===== config.mk =====
export PLATFORM = sky130hd
export DESIGN_NAME = hazard_controller_flat
export DESIGN_NICKNAME = d
export VERILOG_FILES = /design/src/rtl/hazard_controller_pkg.sv /design/src/rtl/hazard_controller_if.sv /design/src/rtl/hazard_controller_md_latency_counter.sv /design/src/rtl/hazard_controller.sv /design/src/flat_wrapper.sv
export SDC_FILE = /design/constraint.sdc
export NUM_CORES = 1
export LEC_CHECK = 0
export BUFFER_PORTS_ARGS = -buffer_cell sky130_fd_sc_hd__buf_4
export CORE_ASPECT_RATIO = 1.4
export CORE_UTILIZATION = 30
export DETAILED_ROUTE_END_ITERATION = 16
export GPL_ROUTABILITY_DRIVEN = 1
export PLACE_DENSITY = 0.69
export SYNTH_ARGS = -nofsm -noshare
export SYNTH_HDL_FRONTEND = slang
export SYNTH_SLANG_ARGS = --single-unit

===== constraint.sdc =====
create_clock -name clk -period 2.1 [get_ports clk]
set_input_delay 0.21 -clock clk [delete_from_list [all_inputs] [get_ports clk]]
set_output_delay 0.21 -clock clk [all_outputs]
set_load 0.02 [all_outputs]

===== src/rtl/hazard_controller_pkg.sv =====
// Shared types for the decode-side hazard controller: decoded instruction view, bypass selects, FSM states.
package hazard_controller_pkg;

    localparam int MUL_LATENCY_DEF = 3;
    localparam int DIV_LATENCY_DEF = 8;
    localparam int PERF_WIDTH_DEF  = 32;

    typedef struct packed {
        logic       valid;
        logic [4:0] src_reg_1;
        logic [4:0] src_reg_2;
        logic [4:0] dst_reg;
        logic       reg_write_enable;
        logic       is_l;
        logic       is_m;
        logic [2:0] func3;
    } inst_decoded_t;

    typedef struct packed {
        logic dep_src1;
        logic dep_src2;
    } bypass_t;

    typedef enum logic [1:0] {
        RUN,
        LD_STALL,
        MD_WAIT
    } hz_state_t;

    // x0 is hardwired, so a producer writing it never creates a dependency.
    function automatic logic dep_match(inst_decoded_t prod, logic [4:0] src);
        return prod.valid & prod.reg_write_enable & (prod.dst_reg != 5'd0) & (prod.dst_reg == src);
    endfunction

endpackage


===== src/rtl/hazard_controller_if.sv =====
// Bundle between the pipeline (master) and the hazard controller (slave).
interface hazard_controller_if
    import hazard_controller_pkg::*;
#(
    parameter int PERF_WIDTH = 32
);
    inst_decoded_t          inst_dec_in;
    inst_decoded_t          inst_exe_in;
    inst_decoded_t          inst_mem_in;
    logic                   branch_taken_in;
    bypass_t                exe_bypass;
    bypass_t                mem_bypass;
    logic                   load_to_use_hazard;
    logic                   stall_fetch;
    logic                   flush_dec;
    logic                   md_busy;
    logic [PERF_WIDTH-1:0]  stall_cycles;

    modport master (
        output inst_dec_in, inst_exe_in, inst_mem_in, branch_taken_in,
        input  exe_bypass, mem_bypass, load_to_use_hazard, stall_fetch,
               flush_dec, md_busy, stall_cycles
    );

    modport slave (
        input  inst_dec_in, inst_exe_in, inst_mem_in, branch_taken_in,
        output exe_bypass, mem_bypass, load_to_use_hazard, stall_fetch,
               flush_dec, md_busy, stall_cycles
    );
endinterface


===== src/rtl/hazard_controller_md_latency_counter.sv =====
// Loadable down-counter timing multi-cycle MUL/DIV occupancy of EXE.
// Latency: load visible next cycle; no backpressure, decrements every cycle while non-zero.
module hazard_controller_md_latency_counter #(
    parameter int CW = 4
)(
    input  logic          clk,
    input  logic          rst,
    input  logic          i_load,
    input  logic [CW-1:0] i_load_value,
    output logic          o_busy,
    output logic          o_done
);
    logic [CW-1:0] r_cnt;

    always_ff @(posedge clk) begin
        if (rst) begin
            r_cnt <= '0;
        end else if (i_load) begin
            r_cnt <= i_load_value;
        end else if (r_cnt != '0) begin
            r_cnt <= r_cnt - 1'b1;
        end
    end

    assign o_busy = (r_cnt != '0);
    assign o_done = (r_cnt == CW'(1));
endmodule


===== src/rtl/hazard_controller.sv =====
// Decode-side hazard controller: bypass selects, load-use/MUL-DIV stalls, branch flush, stall counter.
// Latency: all control outputs combinational from current inputs/state; no backpressure of its own.
module hazard_controller
    import hazard_controller_pkg::*;
#(
    parameter int MUL_LATENCY = MUL_LATENCY_DEF,
    parameter int DIV_LATENCY = DIV_LATENCY_DEF,
    parameter int PERF_WIDTH  = PERF_WIDTH_DEF
)(
    input  logic                clk,
    input  logic                rst,
    hazard_controller_if.slave  io_hz
);
    localparam int MAX_LAT = (MUL_LATENCY > DIV_LATENCY) ? MUL_LATENCY : DIV_LATENCY;
    localparam int CW      = $clog2(MAX_LAT + 1);

    hz_state_t             r_state;
    hz_state_t             w_next;
    logic [PERF_WIDTH-1:0] r_stall_cycles;
    logic [CW-1:0]         w_load_value;
    bypass_t               w_exe_bp;
    bypass_t               w_mem_bp;
    logic                  w_ld_hz;
    logic                  w_branch;
    logic                  w_md_issue;
    logic                  w_ld_out;
    logic                  w_stall;
    logic                  w_stall_out;
    logic                  w_cnt_busy;
    logic                  w_cnt_done;
    logic                  w_unused;

    assign w_exe_bp.dep_src1 = dep_match(io_hz.inst_exe_in, io_hz.inst_dec_in.src_reg_1);
    assign w_exe_bp.dep_src2 = dep_match(io_hz.inst_exe_in, io_hz.inst_dec_in.src_reg_2);
    assign w_mem_bp.dep_src1 = dep_match(io_hz.inst_mem_in, io_hz.inst_dec_in.src_reg_1);
    assign w_mem_bp.dep_src2 = dep_match(io_hz.inst_mem_in, io_hz.inst_dec_in.src_reg_2);

    assign w_ld_hz = io_hz.inst_dec_in.valid & io_hz.inst_exe_in.is_l
                   & (w_exe_bp.dep_src1 | w_exe_bp.dep_src2);

    // A branch cannot resolve while a MUL/DIV holds EXE; treat one seen there as noise.
    assign w_branch = io_hz.branch_taken_in & (r_state != MD_WAIT);

    assign w_load_value = io_hz.inst_dec_in.func3[2] ? CW'(DIV_LATENCY - 1)
                                                     : CW'(MUL_LATENCY - 1);

    always_ff @(posedge clk) begin
        if (rst) begin
            r_state <= RUN;
        end else begin
            r_state <= w_next;
        end
    end

    always_comb begin
        w_next     = r_state;
        w_ld_out   = 1'b0;
        w_stall    = 1'b0;
        w_md_issue = 1'b0;
        case (r_state)
            RUN: begin
                if (w_branch) begin
                    w_next = RUN;
                end else if (w_ld_hz) begin
                    w_ld_out = 1'b1;
                    w_stall  = 1'b1;
                    w_next   = LD_STALL;
                end else if (io_hz.inst_dec_in.valid & io_hz.inst_dec_in.is_m) begin
                    w_md_issue = 1'b1;
                    if (w_load_value != '0) begin
                        w_next = MD_WAIT;
                    end
                end
            end
            LD_STALL: begin
                w_next = RUN;
            end
            MD_WAIT: begin
                w_ld_out = 1'b1;
                w_stall  = 1'b1;
                if (w_cnt_done) begin
                    w_next = RUN;
                end
            end
            default: begin
                w_next = RUN;
            end
        endcase
    end

    hazard_controller_md_latency_counter #(
        .CW (CW)
    ) u_md_cnt (
        .clk          (clk),
        .rst          (rst),
        .i_load       (w_md_issue),
        .i_load_value (w_load_value),
        .o_busy       (w_cnt_busy),
        .o_done       (w_cnt_done)
    );

    assign w_stall_out = w_stall & ~rst;

    always_ff @(posedge clk) begin
        if (rst) begin
            r_stall_cycles <= '0;
        end else if (w_stall_out && (r_stall_cycles != '1)) begin
            r_stall_cycles <= r_stall_cycles + 1'b1;
        end
    end

    assign io_hz.exe_bypass         = w_exe_bp;
    assign io_hz.mem_bypass         = w_mem_bp;
    assign io_hz.load_to_use_hazard = w_ld_out & ~rst;
    assign io_hz.stall_fetch        = w_stall_out;
    assign io_hz.flush_dec          = w_branch & ~rst;
    assign io_hz.md_busy            = w_cnt_busy & ~rst;
    assign io_hz.stall_cycles       = r_stall_cycles;

    assign w_unused = ^{io_hz.inst_dec_in.dst_reg, io_hz.inst_dec_in.reg_write_enable,
                        io_hz.inst_dec_in.is_l, io_hz.inst_dec_in.func3[1:0],
                        io_hz.inst_exe_in.src_reg_1, io_hz.inst_exe_in.src_reg_2,
                        io_hz.inst_exe_in.is_m, io_hz.inst_exe_in.func3,
                        io_hz.inst_mem_in.src_reg_1, io_hz.inst_mem_in.src_reg_2,
                        io_hz.inst_mem_in.is_l, io_hz.inst_mem_in.is_m, io_hz.inst_mem_in.func3};
endmodule


===== src/flat_wrapper.sv =====
// flat-port wrapper written by rule: the top's interface ports become plain ports
module hazard_controller_flat import hazard_controller_pkg::*;
#(
    parameter int MUL_LATENCY = MUL_LATENCY_DEF,
    parameter int DIV_LATENCY = DIV_LATENCY_DEF,
    parameter int PERF_WIDTH  = PERF_WIDTH_DEF
)
  (clk, rst, io_hz_inst_dec_in, io_hz_inst_exe_in, io_hz_inst_mem_in, io_hz_branch_taken_in, io_hz_exe_bypass, io_hz_mem_bypass, io_hz_load_to_use_hazard, io_hz_stall_fetch, io_hz_flush_dec, io_hz_md_busy, io_hz_stall_cycles);
  hazard_controller_if #(.PERF_WIDTH(PERF_WIDTH)) io_hz_i ();
  input  logic clk;
  input  logic rst;
  input wire logic [$bits(io_hz_i.inst_dec_in)-1:0] io_hz_inst_dec_in;
  input wire logic [$bits(io_hz_i.inst_exe_in)-1:0] io_hz_inst_exe_in;
  input wire logic [$bits(io_hz_i.inst_mem_in)-1:0] io_hz_inst_mem_in;
  input wire logic [$bits(io_hz_i.branch_taken_in)-1:0] io_hz_branch_taken_in;
  output wire logic [$bits(io_hz_i.exe_bypass)-1:0] io_hz_exe_bypass;
  output wire logic [$bits(io_hz_i.mem_bypass)-1:0] io_hz_mem_bypass;
  output wire logic [$bits(io_hz_i.load_to_use_hazard)-1:0] io_hz_load_to_use_hazard;
  output wire logic [$bits(io_hz_i.stall_fetch)-1:0] io_hz_stall_fetch;
  output wire logic [$bits(io_hz_i.flush_dec)-1:0] io_hz_flush_dec;
  output wire logic [$bits(io_hz_i.md_busy)-1:0] io_hz_md_busy;
  output wire logic [$bits(io_hz_i.stall_cycles)-1:0] io_hz_stall_cycles;
  assign io_hz_i.inst_dec_in = io_hz_inst_dec_in;
  assign io_hz_i.inst_exe_in = io_hz_inst_exe_in;
  assign io_hz_i.inst_mem_in = io_hz_inst_mem_in;
  assign io_hz_i.branch_taken_in = io_hz_branch_taken_in;
  assign io_hz_exe_bypass = io_hz_i.exe_bypass;
  assign io_hz_mem_bypass = io_hz_i.mem_bypass;
  assign io_hz_load_to_use_hazard = io_hz_i.load_to_use_hazard;
  assign io_hz_stall_fetch = io_hz_i.stall_fetch;
  assign io_hz_flush_dec = io_hz_i.flush_dec;
  assign io_hz_md_busy = io_hz_i.md_busy;
  assign io_hz_stall_cycles = io_hz_i.stall_cycles;
  hazard_controller #(.MUL_LATENCY(MUL_LATENCY), .DIV_LATENCY(DIV_LATENCY), .PERF_WIDTH(PERF_WIDTH)) u_core (.clk(clk), .rst(rst), .io_hz(io_hz_i));
endmodule

==> flow_summary.json, run 1 <==
{
  "crit_required_ps": 2320,
  "synthCells": 271,
  "synth_seq_cells": 38,
  "yosys.area_share.simple_pct": 30.81,
  "reg2regPathDepth": 6,
  "cts_htree_levels": 2,
  "maxCapViolations": 0,
  "gr-max-usage-layer": "met2",
  "place.detailed.hpwl_um": 4716,
  "clk_latency_ps": 290,
  "syn2layout_area_growth_pct": 52.30,
  "synth_mux_area_share_pct": 1.796,
  "cts_root_buf": "clkbuf_8",
  "finalCritPeriodShare_pct": 106.8,
  "layout-drive-gt1-share_pct": 40.66,
  "fmax_mhz": 445.9,
  "cts_tree": "built",
  "status": "finished, violations left",
  "multiInputGateArea_um2": 1445,
  "io_buffers": 70,
  "use_met3_pct": 4.070,
  "drv_slew": 0,
  "clk_pin_slew_ps": 80,
  "synth-compound-area-share_pct": 16.67,
  "fin_hold_ws_ps": 161.0,
  "syn_nets": 343,
  "synth_top_area_share_pct": 34.12,
  "synthArstFlopShare_pct": 0,
  "synth_top_family_by_area": "simple AND/OR/NAND/NOR gates",
  "wire_per_inst_um": 12.73,
  "crit_type": "reg2reg",
  "grt_max_degree": 27,
  "synth.top_cells.by_count": "38 x dfxtp_1, 24 x a21oi_1, 22 x nand3_1, 22 x xnor2_1, 15 x nor2_1",
  "min_period_ps": 2243,
  "cts_buffer_depth": 2,
  "routed_via_density": 5.095,
  "grt_pass1_wl_um": 10290,
  "io_pins": 109,
  "tightest_slew_ps": 312.0,
  "start_util_pct": 31.53,
  "finalSetupViolCount": 24,
  "yosysWarnings": 0,
  "drtIter0Drc": 99,
  "arrival_ps": 2460,
  "grt_pass1_vias": 2359,
  "grt_overflow": 0,
  "fp.coreArea_um2": 7072,
  "p_leak_nw": 1.335,
  "powerDensity_nw_per_um2": 492.0,
  "routabilityCongestion": 0.7509,
  "use_met2_pct": 29.60,
  "dr_total_vias": 2476,
  "antenna_found_initial": 0,
  "rsz0062_at_grt": "true",
  "n_fill_cell": 707,
  "yosysTopAreaCell": "dfxtp_1",
  "die_x_um": 74.86,
  "grtUsageMet1_pct": 18.75,
  "cts-buffers-inserted": 5,
  "worst-path-max-fanout": 6,
  "synth_xor_area_share_pct": 11.00,
  "startpoint_type": "register",
  "ir_drop_mv": 0.6685,
  "ant_nets": 0,
  "crit_path_end_kind": "register",
  "route.detailed.drc": 0,
  "numClockSinks": 38,
  "hold_path_class": "in2reg",
  "synth.most_common_cell": "dfxtp_1",
  "synth.avg_cell_area_um2": 8.227,
  "synth_edf_count": 0,
  "synthAdderAreaFrac_pct": 1.684,
  "syn_area_um2": 2230,
  "die_area_um2": 7786,
  "violations": "negative setup slack",
  "fin_ws_ps": -142.9,
  "synth_area_leaders": "dfxtp_1 34%, xnor2_1 8.6%, a21oi_1 5.4%",
  "max_slew_margin_pct": 79.14,
  "clock_skew_ps": 10.70,
  "rows": 36,
  "drt-pass1-iter-count": 4,
  "hold_viol_final": 0,
  "nets": 463,
  "fp.dieH_um": 104.0,
  "ys_types": 42,
  "register_area_um2": 773.2,
  "yosysSeqAreaShare_pct": 34.12,
  "antenna_cells": 0,
  "hold_depth": 3,
  "synth-main-ff-cell": "dfxtp_1",
  "r2r_slack_ps": -140,
  "routed_wl_um": 6186,
  "grt_usage_pct": 16.47,
  "dp_worst_setup_slack_ps": -66.31
}
[power breakdown]
group          total (mW)  internal (mW)  switching [mW]
Combinational       0.404          0.196           0.209
Sequential          0.780          0.754          0.0264
Clock               0.487          0.223           0.264
[cells by family after synthesis]
family	after synthesis
simple gates	119
compound gates	58
flops	38
xor+xnor	28
buf+inv	21
mux	4
fa+ha+maj	3
[layer usage]
layer	up-vias	part of all wire, %	wire length (um)
li1	1251	-	-
met1	1153	41	2532
met2	65	53	3258
met3	7	5.3	327
met4	0	1.1	67
met5	-	0	0
[path summary, 6_finish.rpt]
kind | startpoint | endpoint
setup / recovery | u_core.r_state[0] | u_core.io_hz.stall_cycles[23]
hold reg to reg | u_core.io_hz.stall_cycles[20] | u_core.io_hz.stall_cycles[20]
hold / removal | io_hz_inst_dec_in[2] | u_core.u_md_cnt.r_cnt[2]
setup reg to reg | u_core.r_state[0] | u_core.io_hz.stall_cycles[23]
[sequential cells by signal, summed over array words and instances (netlist names)]
name                       count
u_core.io_hz.stall_cycles     32
u_core.r_state                 2
u_core.u_md_cnt.r_cnt          4
[per-stage QoR]
stage	power [mW]	TNS, ps	area (um2)	utilization (%)	cells
floorplan	1.057	-35.63	2241	-	271
global placement	1.180	-57.91	3173	44.87	471
detailed placement	1.196	-516.3	3173	44.87	471
CTS	1.679	-1090	3279	46.37	480
global route	1.760	-4654	3396	48.02	486
finish	1.671	-2106	3396	48.02	486
[final cells by class]
class / instances / area share, %
multi-input cells: 212 / 42.56
well taps: 95 / 3.500
inverters: 12 / 1.326
clock inverters: 2 / 0.2948
flip-flops and latches: 38 / 22.77
repair buffers: 122 / 27.52
clock buffers: 5 / 2.027
[cell usage in the layout (no fill, tap or decap), types with 2 or more instances in the layout]
master,n
a21oi_1,21
a21oi_2,3
and2_1,3
and3_1,6
and4_1,2
buf_4,118
buf_6,3
clkbuf_8,5
clkinv_2,2
dfxtp_1,28
dfxtp_2,10
ha_1,3
inv_1,12
mux2i_1,4
nand2_1,14
nand3_1,22
nand4_1,12
nor2_1,14
nor3_1,5
nor3b_1,2
nor4_1,3
o21a_1,2
o21ai_0,14
o31ai_1,8
or3_1,13
or4_1,9
or4_4,2
xnor2_1,22
xor2_1,6
[critical path, stage by stage, from the launching register on]
cell and delay [ps]:
dfxtp_2 330, or4b_4 530, o31ai_4 350, nand3_2 160, buf_6 160, or4_1 500
a21oi_1 130
[what timing repair did]
item | CTS | global route
setup buffers | 2 | 6
pin swaps | 3 | 12
endpoints found under the setup margin | 17 | 26
hold buffers | 0 | 0
resized for setup | 3 | 17
cloned | 0 | 0
Note: power is estimated with default switching activity, not from simulation.
==> run 2, diff against run 1 <==
Settings changed: PLACE_DENSITY 0.69 to 0.59.
==> run 2 against run 1 <==
Effect of this change: the run still ends with negative setup slack left; register-to-register slack improved by 80 ps; sequential cell count unchanged; first-iteration DRC count grew 14%; via count is 1.5% higher; fmax increased by 3.8%; sequential share of layout area decreased by 0.62 points; critical path depth did not move; worst hold slack improved by 15 ps; critical path type unchanged; highest routed layer unchanged.
==> flow_summary.json, run 2 (synthesized netlist as in run 1, its figures left out) <==
{
  "status": "finished, violations left",
  "violations": "negative setup slack",
  "grt_pass1_vias": 2471,
  "p_int_mw": 1.282,
  "route.detailed.drc": 0,
  "finalCritPeriodShare_pct": 102.9,
  "grtUsageMet1_pct": 20.13,
  "worst-path-max-fanout": 5,
  "wire_per_inst_um": 13.48,
  "p_seq_share_pct": 43.7,
  "fp.coreArea_um2": 7072,
  "mostFrequentLayoutCells": "111 x buf_4, 27 x dfxtp_1, 23 x a21oi_1",
  "cp_slowest_cell": "or4b_4",
  "ir_drop_mv": 0.5385,
  "p_sw_uw": 499.4,
  "clk_pin_slew_ps": 70,
  "dp_worst_setup_slack_ps": -113.6,
  "cts-buffers-inserted": 5,
  "crit_buf_inv": 1,
  "rsz0062_at_grt": "true",
  "min_period_ps": 2160,
  "grt_overflow": 0,
  "placed_area_um2": 3173,
  "finalSetupTns_ps": -82.63,
  "drv_slew": 0,
  "hold_buffers": 0,
  "hold_path_class": "in2reg",
  "tightest_slew_ps": 304.5,
  "routed_wl_um": 6579,
  "die_area_um2": 7786,
  "numClockSinks": 38,
  "power.share.combinational_pct": 23.0,
  "cp_top_family": "simple AND/OR/NAND/NOR gates",
  "cts_root_buf": "clkbuf_8",
  "largest_reg_flops": 32,
  "cts_buffer_depth": 2,
  "cp_cell_sequence": "or4b_4 -> o31ai_4 -> nand3_2 -> buf_6 -> or4_4 -> a21oi_1",
  "drt-pass1-iter-count": 4,
  "routed_via_density": 5.152,
  "powerDensity_nw_per_um2": 507.8,
  "final_cell_area_um2": 3508,
  "clock_skew_ps": 8.130,
  "fin_ws_ps": -60.45,
  "fmax_mhz": 462.9,
  "layout-drive-gt1-share_pct": 42.24,
  "syn2layout_area_growth_pct": 57.35,
  "cts_tree": "built",
  "clkPwrFrac_pct": 33.3,
  "antenna_found_initial": 0,
  "switching_share_pct": 28.03,
  "fp.dieH_um": 104.0,
  "io_pins": 109,
  "clk_latency_ps": 290,
  "dp_cells": 471,
  "finalSetupViolCount": 3,
  "arrival_ps": 2380,
  "die_x_um": 74.86,
  "io_buffers": 70,
  "critical-path-max-stage-delay_ps": 530,
  "use_met3_pct": 3.198,
  "final_common_cell": "buf_4",
  "use_met2_pct": 31.92,
  "antenna_cells": 0,
  "grt_usage_pct": 17.58,
  "grt_pass1_wl_um": 10880,
  "ant_nets": 0,
  "crit_type": "reg2reg",
  "startpoint_type": "register",
  "cts_htree_levels": 2,
  "gr-max-usage-layer": "met2",
  "crit_required_ps": 2320,
  "dr_total_vias": 2514,
  "max_slew_margin_pct": 79.68,
  "maxCapViolations": 0,
  "hold_viol_final": 0,
  "p_leak_nw": 1.382,
  "routabilityCongestion": 0.8353,
  "drtIter0Drc": 113,
  "nets": 464,
  "final_cells": 488,
  "grt_max_degree": 26,
  "place.detailed.hpwl_um": 4850,
  "start_util_pct": 31.53,
  "rows": 36,
  "n_fill_cell": 707,
  "crit_path_end_kind": "register"
}
-- run 2: changes by cell type in the layout (fill, tap and decap cells not counted), sizes merged --
cell    previous run  this run
clkinv             2         0
buf              122       123
clkbuf             5         8
-- run 2: stage by stage --
stage                     utilization, %  power [mW]  hold slack, ps
after floorplan                        -       1.057           329.4
after global placement             44.87       1.182           458.4
after detailed placement           44.87       1.196           473.8
after CTS                          48.16       1.804           163.0
after global routing               49.61       1.889           175.6
final                              49.61       1.782           175.9
-- run 2: routing by layer --
metal / vias to the layer above / routed length (um)
li1: 1253 / -
met1: 1196 / 2643
met2: 56 / 3614
met3: 9 / 223
met4: 0 / 97
met5: - / 0
-- run 2: cell type report --
cell class	instances	area [um2]	area share (%)
repair buffers	123	962.2	27.43
multi-input cells	212	1495	42.62
clock buffers	8	110.1	3.138
flip-flops and latches	38	777.0	22.15
inverters	12	45.04	1.284
well taps	95	118.9	3.388
-- run 2: repair_timing --
item                                    in CTS  in global routing
endpoints found under the setup margin      16                 27
gates resized for setup                     16                 22
setup buffers                                7                  1
gates cloned                                 2                  0
pin swaps                                   29                  4
-- run 2: tightest hold or removal path: cells and delay by family --
family,cells,cell delay [ps]
buffers and inverters,1,80
muxes,1,60
and+or+nand+nor,1,80
-- run 2: worst paths after layout --
check                                                    end                          from  depth (start not counted)  slack (ps)
worst max-delay path            u_core.io_hz.stall_cycles[7]             u_core.r_state[0]                          6         -60
worst max register to register  u_core.io_hz.stall_cycles[7]             u_core.r_state[0]                          6         -60
worst min-delay path                u_core.u_md_cnt.r_cnt[0]          io_hz_inst_dec_in[2]                          3         180
worst min register to register  u_core.io_hz.stall_cycles[8]  u_core.io_hz.stall_cycles[8]                          2         500
-- run 2: power by group through the flow --
stage	Sequential, mW	Clock (mW)	Combinational, mW
3_5_place_dp	0.795	0	0.401
3_3_place_gp	0.795	0	0.387
5_1_grt	0.781	0.650	0.459
2_1_floorplan	0.790	0	0.267
6_report	0.778	0.594	0.410
4_1_cts	0.779	0.612	0.413
==> run 3, diff against run 2 <==
Settings changed: ABC_AREA set to 1, PLACE_DENSITY 0.59 to 0.57.
==> run 3 against run 2 <==
Effect of this change: the flow now finishes without violations; fmax up 11%; largest power group unchanged; first-iteration DRC count up 4.4%; register-to-register slack better by 220 ps.
==> flow_summary.json, run 3 <==
{
  "io_buffers": 70,
  "mostFrequentLayoutCells": "125 x nand2_1, 88 x buf_4, 87 x inv_1",
  "wire_per_inst_um": 11.20,
  "final_cell_area_um2": 3750,
  "ir_drop_mv": 0.3913,
  "io_pins": 109,
  "grt_overflow": 0,
  "nets": 636,
  "synthArstFlopShare_pct": 0,
  "cts_tree": "built",
  "antenna_cells": 0,
  "hold_path_class": "in2reg",
  "cp_top_family": "simple AND/OR/NAND/NOR gates",
  "grt_pass1_vias": 2906,
  "syn_area_um2": 2808,
  "path_common_cell": "nand2_2",
  "clk_latency_ps": 280,
  "start_util_pct": 31.10,
  "grt_usage_pct": 15.41,
  "ant_nets": 0,
  "dr_total_vias": 3149,
  "antenna_found_initial": 0,
  "drv_slew": 0,
  "cts_htree_levels": 2,
  "largest_reg_flops": 32,
  "synthCells": 484,
  "final_util_pct": 41.53,
  "tightest_slew_ps": 450.0,
  "placed_area_um2": 3542,
  "routed_via_density": 4.686,
  "drtIter0Drc": 118,
  "syn_nets": 556,
  "synth_top_area_share_pct": 27.09,
  "final_cells": 672,
  "rows": 41,
  "layout-drive-gt1-share_pct": 20.18,
  "grt_max_degree": 60,
  "syn2layout_area_growth_pct": 33.56,
  "synth_area_leaders": "dfxtp_1 27%, nand2_1 17%, inv_1 12%",
  "arrival_ps": 2160,
  "crit_required_ps": 2320,
  "ys_types": 27,
  "critical-path-max-stage-delay_ps": 330,
  "numClockSinks": 38,
  "power.total_mw": 2.007,
  "routabilityCongestion": 0.7749,
  "synth_seq_cells": 38,
  "final_common_cell": "nand2_1",
  "fp.coreArea_um2": 9029,
  "place.detailed.hpwl_um": 5549,
  "finalSetupTns_ps": 0,
  "synth.top_cells.by_count": "128 x nand2_1, 88 x inv_1, 83 x nor2_1",
  "synth.avg_cell_area_um2": 5.801,
  "max_slew_margin_pct": 69.62,
  "clk_pin_slew_ps": 60,
  "crit_path_end_kind": "register",
  "yosysWarnings": 0,
  "route.detailed.drc": 0,
  "synth.most_common_cell": "nand2_1",
  "startpoint_type": "register",
  "synth-main-ff-cell": "dfxtp_1",
  "fin_ws_ps": 158.0,
  "maxCapViolations": 0,
  "routed_wl_um": 7527,
  "synth_edf_count": 0,
  "cts_buffer_depth": 2,
  "cts-buffers-inserted": 5,
  "die_area_um2": 9755,
  "yosysTopAreaCell": "dfxtp_1",
  "rsz0062_at_grt": "false",
  "dp_cells": 661,
  "drt-pass1-iter-count": 4,
  "cp_slowest_cell": "dfxtp_2",
  "worst-path-max-fanout": 4,
  "cp_cell_sequence": "ha_2 -> nand2_2 -> nor2_4 -> nand3b_1 -> buf_4 -> inv_1 -> nand2_2 -> nor2_1 -> nand2_2 -> nor2_2 -> nand3_1 -> nand2_1 -> inv_1 -> nor2_1",
  "cts_root_buf": "clkbuf_16",
  "yosysSeqAreaShare_pct": 27.09,
  "grt_pass1_wl_um": 12520,
  "min_period_ps": 1942,
  "hold_viol_final": 0,
  "finalCritPeriodShare_pct": 92.48,
  "die_x_um": 83.76,
  "dp_worst_setup_slack_ps": 34.28,
  "status": "completed",
  "fmax_mhz": 514.9,
  "crit_buf_inv": 3,
  "clock_skew_ps": 5.019,
  "finalSetupViolCount": 0,
  "fin_hold_ws_ps": 217.8,
  "fp.dieH_um": 116.5,
  "powerDensity_nw_per_um2": 535.2,
  "crit_type": "reg2reg",
  "p_leak_nw": 1.880
}
-- run 3: changes by cell type after synthesis, sizes merged, moves of 13 or more --
| cell | before | now |
|---|---|---|
| inv | 12 | 89 |
| nand4 | 13 | 35 |
| a21oi | 24 | 3 |
| nand2 | 14 | 129 |
| xnor2 | 22 | 9 |
| nor2 | 15 | 85 |
| nand3 | 23 | 47 |
| or3 | 14 | 1 |
-- run 3: cell type report --
| cell class | count | area (um2) |
|---|---|---|
| sequential | 38 | 763.2 |
| clock buffer | 7 | 142.6 |
| clock inverter | 1 | 5.005 |
| fill | 991 | 5279 |
| tap | 107 | 133.9 |
| multi-input combinational | 340 | 1670 |
| inverter | 89 | 334.1 |
| timing repair buffer | 90 | 700.7 |
-- run 3: cell families after synthesis --
| kind of cell | after synthesis | share of synthesized area, % |
|---|---|---|
| xor gates and xnor gates | 21 | 6.551 |
| DFF | 38 | 27.09 |
| buffers and inverters | 107 | 15.20 |
| AOI/OAI and AO/OA | 9 | 1.916 |
| adders and majority gates | 3 | 1.337 |
| and+or+nand+nor | 306 | 47.91 |
-- run 3: worst register-to-register path, stage by stage, from the launching register on --
cell	delay (ps)
dfxtp_2	330
ha_2	180
nand2_2	80
nor2_4	130
nand3b_1	170
buf_4	180
inv_1	90
nand2_2	70
nor2_1	140
nand2_2	110
nor2_2	140
nand3_1	90
nand2_1	70
inv_1	30
nor2_1	80
-- run 3: power breakdown --
group	switching (mW)	internal, mW	leakage (nW)	total (mW)
clock	0.296	0.471	0.0739	0.767
combinational	0.264	0.193	1.50	0.457
sequential	0.0222	0.761	0.308	0.783
-- run 3: timing repair --
| item | CTS | global route |
|---|---|---|
| setup endpoints to repair | 0 | 25 |
| resized for setup | 0 | 12 |
| hold buffers | 0 | 0 |
| buffers inserted | 0 | 2 |
-- run 3: final timing paths --
kind                            cells after the start  slack, ps                            end                    startpoint
worst max-delay path                               14        160  u_core.io_hz.stall_cycles[30]  u_core.io_hz.stall_cycles[1]
worst min-delay path                                3        220       u_core.u_md_cnt.r_cnt[0]          io_hz_inst_dec_in[2]
worst max register to register                     14        160  u_core.io_hz.stall_cycles[30]  u_core.io_hz.stall_cycles[1]
worst min register to register                      2        510       u_core.u_md_cnt.r_cnt[3]      u_core.u_md_cnt.r_cnt[3]
-- run 3: layer usage --
metal / GRT usage [%] / wire, um / vias to the layer above
li1: - / - / 1661
met1: 17.46 / 3243 / 1396
met2: 29.00 / 3757 / 83
met3: 2.827 / 432 / 9
met4: 5.311 / 94 / 0
met5: 0 / 0 / -
